<file path="src/rtl/scope_trace_buffer.sv">
// Oscilloscope trace capture: trigger detection, decimated capture into a
// column buffer, and registered column-to-screen-row readout for the LCD.
module scope_trace_buffer #(
    parameter int DEPTH     = 240,
    parameter int TIMEOUT_W = 20
) (
    input  logic        clock,
    input  logic        rstApp,
    input  logic        sampleValid,
    input  logic [11:0] sampleData,
    input  logic [11:0] trigLevel,
    input  logic        trigEnable,
    input  logic [3:0]  decim,
    input  logic        frameDone,
    input  logic [7:0]  rdAddr,
    output logic [8:0]  rdY,
    output logic        bufferReady,
    output logic        captureBusy
);

    localparam int             AW      = (DEPTH > 1) ? $clog2(DEPTH) : 1;
    localparam logic [AW-1:0]  LAST    = AW'(DEPTH - 1);
    localparam logic [8:0]     DEPTH_9 = 9'(DEPTH);

    localparam logic [1:0] ARM     = 2'd0;
    localparam logic [1:0] CAPTURE = 2'd1;
    localparam logic [1:0] HOLD    = 2'd2;

    logic [1:0]           state;
    logic [AW-1:0]        wr_ptr;
    logic [3:0]           dec_cnt;
    logic [TIMEOUT_W-1:0] tmo_cnt;
    logic [11:0]          prev_sample;

    logic [7:0]           mem [DEPTH];

    logic                 crossing;
    logic                 trig;
    logic                 keep;
    logic                 wr_en;
    logic [AW-1:0]        wr_addr;
    logic                 rd_in_range;
    logic [AW-1:0]        rd_idx;
    logic [7:0]           rd_q;
    logic                 rd_oor_q;
    logic                 rd_live;

    // >= rather than == so that lowering decim mid-capture cannot make the
    // counter run past it and wrap through all 16 values.
    always_comb begin
        crossing    = (prev_sample < trigLevel) && (sampleData >= trigLevel);
        trig        = (state == ARM) && sampleValid &&
                      (!trigEnable || crossing || (tmo_cnt == '1));
        keep        = (state == CAPTURE) && sampleValid && (dec_cnt >= decim);
        wr_en       = trig || keep;
        wr_addr     = trig ? '0 : wr_ptr;
        rd_in_range = ({1'b0, rdAddr} < DEPTH_9);
        rd_idx      = rd_in_range ? AW'(rdAddr) : '0;
    end

    always_ff @(posedge clock or posedge rstApp) begin
        if (rstApp) begin
            state       <= ARM;
            wr_ptr      <= '0;
            dec_cnt     <= '0;
            tmo_cnt     <= '0;
            prev_sample <= '0;
        end else begin
            if (sampleValid) begin
                prev_sample <= sampleData;
            end
            case (state)
                ARM: begin
                    if (trig) begin
                        state   <= CAPTURE;
                        wr_ptr  <= AW'(1);
                        dec_cnt <= '0;
                        tmo_cnt <= '0;
                    end else if (tmo_cnt != '1) begin
                        tmo_cnt <= tmo_cnt + TIMEOUT_W'(1);
                    end
                end
                CAPTURE: begin
                    if (keep) begin
                        dec_cnt <= '0;
                        if (wr_ptr == LAST) begin
                            state <= HOLD;
                        end else begin
                            wr_ptr <= wr_ptr + AW'(1);
                        end
                    end else if (sampleValid) begin
                        dec_cnt <= dec_cnt + 4'd1;
                    end
                end
                HOLD: begin
                    if (frameDone) begin
                        state   <= ARM;
                        wr_ptr  <= '0;
                        tmo_cnt <= '0;
                    end
                end
                default: state <= ARM;
            endcase
        end
    end

    // Memory stays reset-free so it maps onto block RAM; the read-side reset
    // lives in the small flags below.
    always_ff @(posedge clock) begin
        if (wr_en) begin
            mem[wr_addr] <= sampleData[11:4];
        end
        rd_q <= mem[rd_idx];
    end

    always_ff @(posedge clock or posedge rstApp) begin
        if (rstApp) begin
            rd_live  <= 1'b0;
            rd_oor_q <= 1'b0;
        end else begin
            rd_live  <= 1'b1;
            rd_oor_q <= !rd_in_range;
        end
    end

    always_comb begin
        if (!rd_live) begin
            rdY = '0;
        end else if (rd_oor_q) begin
            rdY = 9'd319;
        end else begin
            rdY = 9'd287 - {1'b0, rd_q};
        end
        bufferReady = (state == HOLD);
        captureBusy = (state == CAPTURE);
    end

endmodule

</file>
<file path="config.mk">
export PLATFORM = sky130hd
export DESIGN_NAME = scope_trace_buffer
export DESIGN_NICKNAME = d
export VERILOG_FILES = /design/src/rtl/scope_trace_buffer.sv
export SDC_FILE = /design/constraint.sdc
export NUM_CORES = 2
export LEC_CHECK = 0
export BUFFER_PORTS_ARGS = -buffer_cell sky130_fd_sc_hd__buf_2
export CAP_MARGIN = 0
export CORE_AREA = 2 2 368 370
export CTS_CLUSTER_SIZE = 30
export DETAILED_ROUTE_END_ITERATION = 16
export DIE_AREA = 0 0 370 372
export PLACE_DENSITY = 0.76
export SYNTH_ARGS = -nofsm -noshare
export SYNTH_HDL_FRONTEND = slang
export SYNTH_SLANG_ARGS = --single-unit
export TNS_END_PERCENT = 30
</file>
<file path="constraint.sdc">
create_clock -name clock -period 3.6 [get_ports clock]
set_clock_uncertainty 0.2 [all_clocks]
set_input_delay 0.72 -clock clock [delete_from_list [all_inputs] [get_ports clock]]
set_output_delay 0.72 -clock clock [all_outputs]
set_load 0.1 [all_outputs]
</file>
==> impl_metrics.ini <==
[cts]
htreeDepth = 4
clockBufferDepth = 3
clock-sinks = 1976
clock-root-buffer = clkbuf_16
cts_buffers = 192
worstSkewPairLatency_ns = 0.86
path_clk_slew_ns = 0.07
cts_tree = built

[sta]
hold_viol = 0
setup_viol = 0
drv_slew = 0
period_needed_ns = 3.41
relSlewSlack_pct = 16.3
rsz0062_at_grt = no
fin_hold_ws_ns = 0.0557
timing.final.crit_share_pct = 94.8
fmax_ghz = 0.293
fin_tns_setup_ns = 0
worstMarginPinSlew_ns = 1.25

[die]
num_io_pins = 52
rows = 135
die_area_um2 = 138000
fp.coreArea_um2 = 134000
start_util_pct = 59.4
die_x_um = 370
die_y_um = 372

[place]
placed_cells = 7581
dpl_cell_area_um2 = 87900
gp_congestion = 0.963
io_buffers = 51
hpwlAfterDp_mm = 153

[global_routing]
grt-ovfl-total = 0
grt_usage_pct = 33.6
grt_max_degree = 182
grt_pass1_vias = 50300
grt_pass1_wl_mm = 334
antenna_found_initial = 13

[logic_synthesis]
yosys_warnings = 0
synth_area_leaders = edfxtp_1, mux2i_1, nand2_1
async_reset_ff_share_pct = 2.43
synth-seq-area-share_pct = 74.0
ys_ff_latch = 1976
synth_flop_cell = edfxtp_1
syn-cell-area_um2 = 79800
syn_area_per_cell_um2 = 14.9
yosysTopAreaCellShare_pct = 72.2
synth_nets = 5433
yosys.cell_types.count = 87
synth.largest_area_cell = edfxtp_1
synth-edff-count = 1920
syn_inst = 5356

[worst_setup_path]
slowest_stage = dfxtp_1
worstSetupPathType = reg -> out
path_cells = inv_1, ha_1, xnor2_1, and3_1, buf_2
critPathMaxFanout = 3
crit_path_max_incr_delay_ns = 0.59
crit_required_ns = 2.68
worst_ep_arrival_time_ns = 2.49
crit_path_end_kind = output port
start_kind = register

[routing]
post_drt_wl_per_cell_um = 29.2
routed_wl_mm = 232
vias_per_cell = 6.57
first_iter_violations = 7985
via_count = 52200
firstDrtPassIters = 8
drc = 0
ant_nets = 0

[outcome]
status = completed

[pwr]
clockPowerShare_pct = 40.6
peakVddDrop_v = 0.000694
p_per_area_nw_per_um2 = 531
leakagePower_nw = 32.4
p_sw_mw = 12.0
seqPwrFrac_pct = 50.9
sw_frac_of_total_pct = 23.9
intPower_mw = 38.2
pwr-share-comb_pct = 8.5

[final_layout]
final_util_pct = 70.3
drive_above_1_share_pct = 20.9
fin_area_um2 = 94400
nNetsFinal = 6079
fillers = 8389
area_growth_pct = 18.3
final_cells = 7957

[worst_hold_path]
hold_path_class = in -> reg

[flow_run]
cap_violations = 0
metrics by stage:
| step | setup slack (ns) | total power [mW] |
|---|---|---|
| 3_3_place_gp | -0.648 | 30.0 |
| 2_1_floorplan | -0.205 | 28.0 |
| 4_1_cts | 0.0383 | 50.1 |
| 5_1_grt | 0.00456 | 51.2 |
| 6_report | 0.187 | 50.1 |
| 3_5_place_dp | -0.662 | 30.1 |
kinds of logic (layout without fill, tap and decap cells):
family | count (synthesis) | count (layout) | synth area share, %
buffers and inverters | 410 | 1220 | 2.31
adders and majority gates | 36 | 36 | 0.564
other | 1 | 11 | 0.00470
muxes | 399 | 399 | 5.36
xor gates and xnor gates | 16 | 16 | 0.176
AOI/OAI and AO/OA | 1213 | 1213 | 10.2
DFF | 1976 | 1976 | 74.0
and+or+nand+nor | 1305 | 1305 | 7.41
layout by cell type (no fill, tap or decap), types with 58 or more instances in the layout:
master	synthesis	layout
nand3_1	89	88
mux2_2	106	106
a211oi_1	191	191
a31oi_1	58	58
buf_12	0	95
edfxtp_1	1920	1920
clkbuf_16	0	192
buf_4	19	657
nor2_1	347	318
o21ai_0	164	164
mux2i_1	281	281
nor3_1	95	88
nand2_1	505	504
o22ai_1	72	72
o211ai_1	70	70
o221ai_1	62	62
a21oi_1	304	304
nor2b_1	83	83
worst paths after layout:
kind,slack (ns),endpoint,startpoint,cells past startpoint
worst min-delay path,0.06,prev_sample[4]$_DFFE_PP0P_,sampleData[4],2
max in group asynchronous,2.32,wr_ptr[3]$_DFFE_PP0P_,rstApp,4
min in group asynchronous,0.15,prev_sample[4]$_DFFE_PP0P_,rstApp,3
worst min register to register,0.30,prev_sample[0]$_DFFE_PP0P_,prev_sample[0]$_DFFE_PP0P_,1
worst max register to register,0.21,tmo_cnt[4]$_DFFE_PP0P_,tmo_cnt[0]$_DFFE_PP0P_,9
worst max-delay path,0.19,rdY[7],rd_q[5]$_DFF_P_,5
flip-flops by register name (all words and copies together) (netlist names):
name,cells
rd_oor_q,1
mem,1920
rd_live,1
dec_cnt,4
state,2
rd_q,8
prev_sample,12
tmo_cnt,20
wr_ptr,8
timing repair:
item / CTS / global route
gates resized for setup: 0 / 0
hold buffers: 7 / 0
setup endpoints to repair: 0 / 32
hold endpoints to repair: 53 / 0
setup buffers: 0 / 1
synthesized netlist by cell type (50+ instances only):
library cell,instances
a31oi_1,58
nand2_1,505
o21ai_0,164
nor3_1,95
edfxtp_1,1920
mux2i_1,281
nor2_1,347
nand3_1,89
o211ai_1,70
o22ai_1,72
inv_1,50
a21oi_1,304
clkbuf_1,139
o221ai_1,62
buf_2,172
a211oi_1,191
nor2b_1,83
mux2_2,106
per-layer routing:
layer / GRT usage (%) / vias to the layer above / wire (µm)
met4: 17.0 / 6 / 12500
met1: 44.1 / 25800 / 83200
li1: - / 22200 / -
met5: 0 / - / 43
met2: 52.9 / 3557 / 109000
met3: 7.92 / 639 / 27400
power groups by stage:
| stage | registers (mW) | clock network [mW] | logic [mW] |
|---|---|---|---|
| 3_3_place_gp | 26.0 | 0 | 4.04 |
| 3_5_place_dp | 26.0 | 0 | 4.11 |
| 6_report | 25.5 | 20.3 | 4.24 |
| 4_1_cts | 25.5 | 20.4 | 4.15 |
| 5_1_grt | 25.5 | 21.3 | 4.42 |
| 2_1_floorplan | 25.9 | 0 | 2.10 |
cell type report:
type | count | area [µm²] | share of cell area, %
sequential | 1976 | 59000 | 62.5
multi-input combinational | 2970 | 19300 | 20.4
timing repair buffer | 810 | 7250 | 7.68
clock buffer | 226 | 4930 | 5.23
tap | 1781 | 2230 | 2.36
clock inverter | 132 | 1460 | 1.54
inverter | 52 | 196 | 0.208
antenna | 10 | 25.0 | 0.0265
critical path, delay by kind of cell, from the launching register on:
kind          cells  cell delay (ns)
buf+inv           2             0.51
fa+ha+maj         1             0.22
simple gates      1             0.17
flops             1             0.59
xor+xnor          1             0.14
Note: power is estimated with default switching activity, not from simulation.
